**src/rtl/ex_stage.sv**
```systemverilog
// Execute stage of the RV32 integer pipeline.
// Applies the forwarding selects to the ID/EX operands, computes the ALU
// result and captures it with the control bits in the EX/MEM register.
// The register supports stall (hold) and flush (bubble insertion); flush wins.
module ex_stage #(
    parameter int XLEN = 32
) (
    input  logic            clk_i,
    input  logic            rst_ni,
    input  logic            valid_i,
    input  logic [XLEN-1:0] rs1_data_i,
    input  logic [XLEN-1:0] rs2_data_i,
    input  logic [XLEN-1:0] imm_i,
    input  logic [XLEN-1:0] pc_i,
    input  logic            alu_src_a_pc_i,
    input  logic            alu_src_b_imm_i,
    input  logic [3:0]      alu_op_i,
    input  logic [4:0]      rd_i,
    input  logic            reg_write_i,
    input  logic            mem_read_i,
    input  logic            mem_write_i,
    input  logic [1:0]      forward_a_i,
    input  logic [1:0]      forward_b_i,
    input  logic [XLEN-1:0] ex_fwd_data_i,
    input  logic [XLEN-1:0] mem_fwd_data_i,
    input  logic            stall_i,
    input  logic            flush_i,
    output logic            mem_valid_o,
    output logic [XLEN-1:0] mem_alu_result_o,
    output logic [XLEN-1:0] mem_store_data_o,
    output logic [4:0]      mem_rd_o,
    output logic            mem_reg_write_o,
    output logic            mem_mem_read_o,
    output logic            mem_mem_write_o
);

    localparam logic [3:0] OP_ADD  = 4'd0;
    localparam logic [3:0] OP_SUB  = 4'd1;
    localparam logic [3:0] OP_SLL  = 4'd2;
    localparam logic [3:0] OP_SLT  = 4'd3;
    localparam logic [3:0] OP_SLTU = 4'd4;
    localparam logic [3:0] OP_XOR  = 4'd5;
    localparam logic [3:0] OP_SRL  = 4'd6;
    localparam logic [3:0] OP_SRA  = 4'd7;
    localparam logic [3:0] OP_OR   = 4'd8;
    localparam logic [3:0] OP_AND  = 4'd9;
    localparam logic [3:0] OP_PASSB = 4'd10;

    // 2'b10 takes the newer EX/MEM value, 2'b01 the MEM/WB value; 2'b11 is
    // not produced by the forwarding unit and falls back to the register file.
    function automatic logic [XLEN-1:0] fwd_mux(
        input logic [1:0]      sel,
        input logic [XLEN-1:0] rf_data,
        input logic [XLEN-1:0] ex_data,
        input logic [XLEN-1:0] mem_data
    );
        logic [XLEN-1:0] res;
        case (sel)
            2'b10:   res = ex_data;
            2'b01:   res = mem_data;
            default: res = rf_data;
        endcase
        return res;
    endfunction

    logic [XLEN-1:0] fwd_rs1_s;
    logic [XLEN-1:0] fwd_rs2_s;
    logic [XLEN-1:0] op_a_s;
    logic [XLEN-1:0] op_b_s;
    logic [4:0]      shamt_s;
    logic [XLEN-1:0] alu_result_s;

    logic            valid_r;
    logic [XLEN-1:0] alu_result_r;
    logic [XLEN-1:0] store_data_r;
    logic [4:0]      rd_r;
    logic            reg_write_r;
    logic            mem_read_r;
    logic            mem_write_r;

    // Operand selection: forwarding first, then PC / immediate override.
    always_comb begin
        fwd_rs1_s = fwd_mux(forward_a_i, rs1_data_i, ex_fwd_data_i, mem_fwd_data_i);
        fwd_rs2_s = fwd_mux(forward_b_i, rs2_data_i, ex_fwd_data_i, mem_fwd_data_i);
        if (alu_src_a_pc_i) begin
            op_a_s = pc_i;
        end else begin
            op_a_s = fwd_rs1_s;
        end
        if (alu_src_b_imm_i) begin
            op_b_s = imm_i;
        end else begin
            op_b_s = fwd_rs2_s;
        end
        shamt_s = op_b_s[4:0];
    end

    // ALU: all arithmetic wraps modulo 2^XLEN; unused opcodes yield zero.
    always_comb begin
        alu_result_s = {XLEN{1'b0}};
        case (alu_op_i)
            OP_ADD:   alu_result_s = op_a_s + op_b_s;
            OP_SUB:   alu_result_s = op_a_s - op_b_s;
            OP_SLL:   alu_result_s = op_a_s << shamt_s;
            OP_SLT:   alu_result_s = {{(XLEN-1){1'b0}}, ($signed(op_a_s) < $signed(op_b_s))};
            OP_SLTU:  alu_result_s = {{(XLEN-1){1'b0}}, (op_a_s < op_b_s)};
            OP_XOR:   alu_result_s = op_a_s ^ op_b_s;
            OP_SRL:   alu_result_s = op_a_s >> shamt_s;
            OP_SRA:   alu_result_s = $unsigned($signed(op_a_s) >>> shamt_s);
            OP_OR:    alu_result_s = op_a_s | op_b_s;
            OP_AND:   alu_result_s = op_a_s & op_b_s;
            OP_PASSB: alu_result_s = op_b_s;
            default:  alu_result_s = {XLEN{1'b0}};
        endcase
    end

    // EX/MEM register: flush inserts a bubble, stall holds, otherwise load.
    // Control bits and rd are gated by valid so a bubble never writes.
    always_ff @(posedge clk_i or negedge rst_ni) begin
        if (!rst_ni) begin
            valid_r      <= 1'b0;
            alu_result_r <= {XLEN{1'b0}};
            store_data_r <= {XLEN{1'b0}};
            rd_r         <= 5'd0;
            reg_write_r  <= 1'b0;
            mem_read_r   <= 1'b0;
            mem_write_r  <= 1'b0;
        end else if (flush_i) begin
            valid_r      <= 1'b0;
            alu_result_r <= alu_result_r;
            store_data_r <= store_data_r;
            rd_r         <= 5'd0;
            reg_write_r  <= 1'b0;
            mem_read_r   <= 1'b0;
            mem_write_r  <= 1'b0;
        end else if (stall_i) begin
            valid_r      <= valid_r;
            alu_result_r <= alu_result_r;
            store_data_r <= store_data_r;
            rd_r         <= rd_r;
            reg_write_r  <= reg_write_r;
            mem_read_r   <= mem_read_r;
            mem_write_r  <= mem_write_r;
        end else begin
            valid_r      <= valid_i;
            alu_result_r <= alu_result_s;
            store_data_r <= fwd_rs2_s;
            rd_r         <= valid_i ? rd_i : 5'd0;
            reg_write_r  <= reg_write_i & valid_i;
            mem_read_r   <= mem_read_i & valid_i;
            mem_write_r  <= mem_write_i & valid_i;
        end
    end

    assign mem_valid_o      = valid_r;
    assign mem_alu_result_o = alu_result_r;
    assign mem_store_data_o = store_data_r;
    assign mem_rd_o         = rd_r;
    assign mem_reg_write_o  = reg_write_r;
    assign mem_mem_read_o   = mem_read_r;
    assign mem_mem_write_o  = mem_write_r;

endmodule

```
**config.mk**
```make
export PLATFORM = sky130hd
export DESIGN_NAME = ex_stage
export DESIGN_NICKNAME = d
export VERILOG_FILES = /design/src/rtl/ex_stage.sv
export SDC_FILE = /design/constraint.sdc
export NUM_CORES = 1
export LEC_CHECK = 0
export ABC_AREA = 1
export CAP_MARGIN = 5
export CORE_MARGIN = 10
export CORE_UTILIZATION = 34
export CTS_CLUSTER_SIZE = 16
export DETAILED_ROUTE_END_ITERATION = 16
export GPL_TIMING_DRIVEN = 0
export PLACE_DENSITY = 0.66
export SYNTH_ARGS = -nofsm -noshare
export SYNTH_HDL_FRONTEND = slang
export SYNTH_SLANG_ARGS = --single-unit
```
**constraint.sdc**
```tcl
create_clock -name clk_i -period 0.8 [get_ports clk_i]
set_input_delay 0.16 -clock clk_i [delete_from_list [all_inputs] [get_ports clk_i]]
set_output_delay 0.16 -clock clk_i [all_outputs]
set_load 0.005 [all_outputs]
```
* Yosys cells after proc, flatten, opt, wreduce, memory -nomap -nowiden
Cells that the tools add are included.
** Operators by class
- Add/subtract/negate cells :: 2
- Shift-type cells :: 3
- Multiplexer cells :: 16
- Reduce and logical (&&, ||, !) cells :: 2
- Bitwise gates (word level) :: 8
- Equality and inequality tests :: 15
- $lt $le $gt $ge :: 2
** Operator list (count)
- $pmux W32 S11 :: 1
- $pmux W32 S2 :: 2
- $lt A32 B32 Y1 :: 2
- $mux W32 :: 2
- $add A32 B32 Y32 :: 1
- $and A32 B32 Y32 :: 1
- $or A32 B32 Y32 :: 1
- $shl A32 B5 Y32 :: 1
- $shr A32 B5 Y32 :: 1
- $sshr A32 B5 Y32 :: 1
- $sub A32 B32 Y32 :: 1
- $xor A32 B32 Y32 :: 1
- $eq A4 B3 Y1 const B :: 4
- $mux W5 :: 3
- $eq A4 B4 Y1 const B :: 3
- $eq A4 B2 Y1 const B :: 2
- $mux W1 :: 8
- $eq A2 B1 Y1 const B :: 2
- $eq A2 B2 Y1 const B :: 2
- $eq A4 B1 Y1 const B :: 1
- $logic_not A4 Y1 :: 1
- $and A1 B1 Y1 :: 3
- $ne A2 B1 Y1 const B :: 1
- $not A1 Y1 :: 2
- $reduce_and A2 Y1 :: 1
** Word-level totals
- Input port bits :: 215
- Output and inout bits :: 73
- Register bits after elaboration :: 73
- Logic and storage cells :: 55

* Logic depth before layout (Yosys ltp)
Gate-level depths: netlist of run 1.
- Word-level depth :: 5
- Mapped depth :: 31
- Gate-level depth less buffers :: 28

* Worst setup path after synthesis of run 1
OpenSTA, ideal clock, no wires.
- Path type :: input -> register
- Start point :: input port forward_b_i[0]
- End point :: register alu_result_r[23] (netlist: mem_alu_result_o[23])
- Required time :: 0.683 ns
- Library setup time :: 0.117 ns
- Arrival time :: 3.296 ns
- Setup slack :: -2.613 ns
- Cell stages on the path :: 25
- Buffers on the path :: 3
- Cell sequence :: inv_1 -> ha_1 -> inv_2 -> or2_0 -> nand2_1 -> o21ai_2 -> inv_2 -> buf_2 -> buf_4 -> ha_1 -> buf_2 -> or2_2 -> o21ai_0 -> nand2_1 -> nand2_1 -> nand2_1 -> nand2_1 -> nand3_1 -> nand3_1 -> nand2_1 -> nand3_1 -> nand2_1 -> nand3b_1 -> nand2_1 -> nand2_1
** On the way
- Word-level cells in the longest chain between the ends :: 5
- Elaborated cells on any way between the ends :: 13
- Classes of those cells :: 2 x add/sub; 2 x eq/ne; 3 x shift; 3 x mux; 3 x bitwise
** RTL lines
- start, declared :: RTL line 23 : input logic [1:0] forward_b_i,
- $eq A2 B1 Y1 / $eq A2 B2 Y1 (equally long branches) :: RTL line 58 : case (sel)
- $pmux W32 S2 * :: RTL line 58
- $mux W32 * :: RTL line 90 : if (alu_src_b_imm_i) begin
- $sub A32 B32 Y32 (tied with other cells) :: RTL line 103 : OP_SUB: alu_result_s = op_a_s - op_b_s;
- $pmux W32 S11 * :: RTL line 101 : case (alu_op_i)
- end signal, assigned :: RTL line 122 : alu_result_r <= {XLEN{1'b0}};
- end signal, assigned :: RTL line 130 : alu_result_r <= alu_result_r;
- end signal, assigned :: RTL line 138 : alu_result_r <= alu_result_r;
- end, declared :: RTL line 74 : logic [XLEN-1:0] alu_result_r;
Every way passes the cells marked *; elsewhere a longest branch is shown, timed or not.
A chain may end at the register's enable or synchronous reset.

* Worst setup path in the final report of run 1
- Start point :: input port forward_b_i[0]
- End point :: register alu_result_r[9] (netlist: mem_alu_result_o[9])
Same word-level chain as after synthesis.

==> results of run 1 <==
==> per-stage QoR <==
stage	hold slack (ps)	setup TNS (ps)
floorplan	-136	-74540
global placement	466	-426040
detailed placement	151	-188060
CTS	-253	-123530
global route	-235	-107100
finish	-258	-101650
==> cells in the final DEF (no fill, tap or decap), types with 51 or more instances in the layout <==
cell type        synthesis  layout
clkbuf_2                 0      59
nor2_1                 257     173
buf_6                    6      56
nand2_2                  2      65
o21ai_1                 19      51
nand3_1                470     401
buf_4                    5     250
inv_2                    9      56
a21oi_1                119      65
clkdlybuf4s50_1          0     198
nand2_1                888     790
dfrtp_1                 73      73
inv_1                  211     139
o21ai_2                  2      53
ha_1                   107      72
==> metal layers <==
| layer | global-route usage | vias up | share of wire |
|---|---|---|---|
| met1 | 0.490 | 11100 | 0.37 |
| met3 | 0.116 | 483 | 0.12 |
| li1 | - | 10100 | - |
| met2 | 0.615 | 1631 | 0.43 |
| met4 | 0.268 | 2 | 0.085 |
| met5 | 0 | - | 0.00016 |
==> logic make-up (layout without fill, tap and decap cells) <==
family / count (synthesis) / count (layout)
AOI/OAI and AO/OA: 437 / 437
xor gates and xnor gates: 6 / 6
adders and majority gates: 109 / 109
buffers and inverters: 369 / 947
DFF: 73 / 73
other: 0 / 7
and+or+nand+nor: 1702 / 1702
==> worst max path at each step <==
stage	startpoint	endpoint	slack [ps]	cells past startpoint
finish	forward_b_i[0]	mem_alu_result_o[9]	-2560	26
global route	forward_b_i[0]	mem_alu_result_o[18]	-2550	29
CTS	forward_b_i[0]	mem_alu_result_o[7]	-2260	26
detailed placement	forward_b_i[0]	mem_alu_result_o[11]	-4420	25
global placement	forward_b_i[0]	mem_alu_result_o[11]	-4420	25
floorplan	forward_b_i[1]	mem_alu_result_o[31]	-2120	25
==> registers in the layout, indices dropped and copies added, names as in the netlist <==
signal / cells
mem_alu_result_o: 32
mem_mem_read_o: 1
mem_mem_write_o: 1
mem_rd_o: 5
mem_reg_write_o: 1
mem_store_data_o: 32
mem_valid_o: 1
==> power by group through the flow <==
stage	sequential, mW	clock (mW)	combinational, mW
after floorplan	4.72	0	11.7
after global placement	4.66	0	20.4
after detailed placement	4.69	0	20.5
after CTS	4.65	4.61	26.5
after global routing	4.71	4.81	32.0
final	4.66	4.55	30.8
==> what timing repair did <==
item	CTS	global route
resized for setup	737	428
setup buffers	189	90
hold endpoints to repair	33	33
endpoints found under the setup margin	146	146
pin swaps	183	173
cloned	6	1
==> synth_stat cells, drive strengths merged, types with 7 or more instances <==
| library cell | instances | area (um2) |
|---|---|---|
| nand2 | 893 | 3390 |
| nand3 | 478 | 2430 |
| nor2 | 259 | 982 |
| inv | 220 | 826 |
| o21ai | 170 | 858 |
| a21oi | 119 | 596 |
| ha | 107 | 1340 |
| buf | 88 | 480 |
| dfrtp | 73 | 1830 |
| clkbuf | 56 | 210 |
| nand4 | 31 | 194 |
| o211ai | 31 | 233 |
| a21boi | 30 | 225 |
| o21a | 21 | 158 |
| o22ai | 18 | 113 |
| nor3 | 17 | 85.1 |
| a211oi | 13 | 103 |
| or2 | 13 | 81.3 |
| o21bai | 10 | 75.1 |
| o2111ai | 7 | 61.3 |
==> area by class of cell <==
class	instances	area, um2
timing repair inverter	1	7.51
inverter	225	956
clock inverter	4	77.6
timing repair buffer	568	5130
clock buffer	12	236
buffer	137	1210
multi-input combinational	2254	14600
sequential	73	1830
fill	4038	17500
antenna	7	17.5
tap	539	674
==> worst max-delay path, stage by stage <==
cell	delay, ps
buf_8	90
inv_4	30
ha_4	290
clkinv_8	90
buf_12	150
nand3_2	90
o21ai_4	70
o21ai_4	280
inv_4	60
clkbuf_16	160
ha_4	300
nand2_4	90
nand2_4	60
a21oi_4	180
o21ai_4	90
buf_12	130
buf_4	140
a21o_4	240
nor2_2	100
nor2_1	70
nand2_1	170
nand3_4	140
nor2_4	220
nand2_2	90
nand2_1	70
nand2_1	60
==> out/qor.yml, run 1 <==
post_drt_via_cell_ratio: 6.10
whs_ps: -258
synth_area_per_cell_um2: 5.41
cts_tree: "done"
antenna_found_initial: 8
clk_latency_ps: 370
netlist_area_um2: 14600
power_density_nw_per_um2: 1620
crit_type: "input pin to flop"
reg2reg_from: "mem_alu_result_o[20]"
ff2ff_path_depth: 4
swShare: 0.525
total_power_mw: 40.0
grt_overflow: 0
postLayoutCoreUtil: 0.585
synth_nets: 3020
ys_ff_latch: 73
setup_viol: 145
worst_setup_path_end_kind: "flop"
path_max_fanout: 8
vias: 23300
wl_per_cell_um: 28.8
start_util: 0.345
place_congestion: 1.10
synth_mux_area_frac: 0
pwr-share-seq: 0.116
drtAntennaViolNets: 0
routed_wl_mm: 110
fp.dieH_um: 227
cts_root_buf: "clkbuf_16"
dieWidth_um: 227
grt_use_total: 0.404
switchingPower_mw: 21.0
synth-simple-area-share: 0.496
synth.yosys.seq_area_share: 0.125
stdcell_area_um2: 24700
yosys_most_used_dff: "dfrtp_1"
slew_violations: 0
synth_compound_area_frac: 0.175
cts_made_buffers: 9
failed_checks: "negative hold slack, negative setup slack"
drt_first_iter_violations: 3343
place_ws_ps: -4420
p_leak_nw: 11.7
tightest_slew_ps: 1040
grt_pass1_wl_mm: 151
synthDistinctLibCells: 50
clk_pin_slew_ps: 60
dp_hpwl_mm: 82.8
layout.cells.non_filler: 3820
io_pins: 288
design.die.area_um2: 51600
grt_start_max_net_pins: 41
synth_top_family_by_area: "simple AND/OR/NAND/NOR gates"
synth_edf_count: 0
hold_violations: 33
core_area_um2: 42200
r2r_slack_ps: -40
slew_headroom: 0.308
async_flop_share: 1.00
internal_power_mw: 19.0
cts.sinks: 73
fin_nets: 3593
hold_class: "input pin to async pin"
start_kind: "input pin"
pwr-share-comb: 0.770
ir_drop_mv: 0.956
synthToLayoutAreaGrowth_pct: 69.4
dpl_cell_area_um2: 18800
setup_ws_ps: -2560
r2r-end: "mem_alu_result_o[20]"
dr.pass1.iters: 9
rsz0062_at_grt: "yes"
fmax_mhz: 298
syn_inst: 2696
pwr-share-clk: 0.114
cap_viol_max_count: 0
ys_warn_count: 0
drive_gt1_frac: 0.334
clock_skew_ps: 0
place_inst: 3520
critPathRequiredTime_ps: 1070
synth_fa_ha_area_frac: 0.0945
status: "complete, but fails checks"
grt_pass1_vias: 21800
fin_crit_sh: 4.20
synth_xor_area_frac: 0.00360
drc: 0
crit_arrival_ps: 3630
rows: 75
min_period_ps: 3360
h-tree-depth: 3
io_buffers: 284
clockBufferDepth: 2
Note: power is estimated with default switching activity, not from simulation.
==> run 2, diff against run 1 <==
--- a/config.mk
+++ b/config.mk
@@ -13,6 +13,7 @@
 export DETAILED_ROUTE_END_ITERATION = 16
 export GPL_TIMING_DRIVEN = 0
 export PLACE_DENSITY = 0.66
+export SLEW_MARGIN = 10
 export SYNTH_ARGS = -nofsm -noshare
 export SYNTH_HDL_FRONTEND = slang
 export SYNTH_SLANG_ARGS = --single-unit
==> results of run 2 <==
Same layout as run 1: the final DEF is identical, and so are final timing and power.
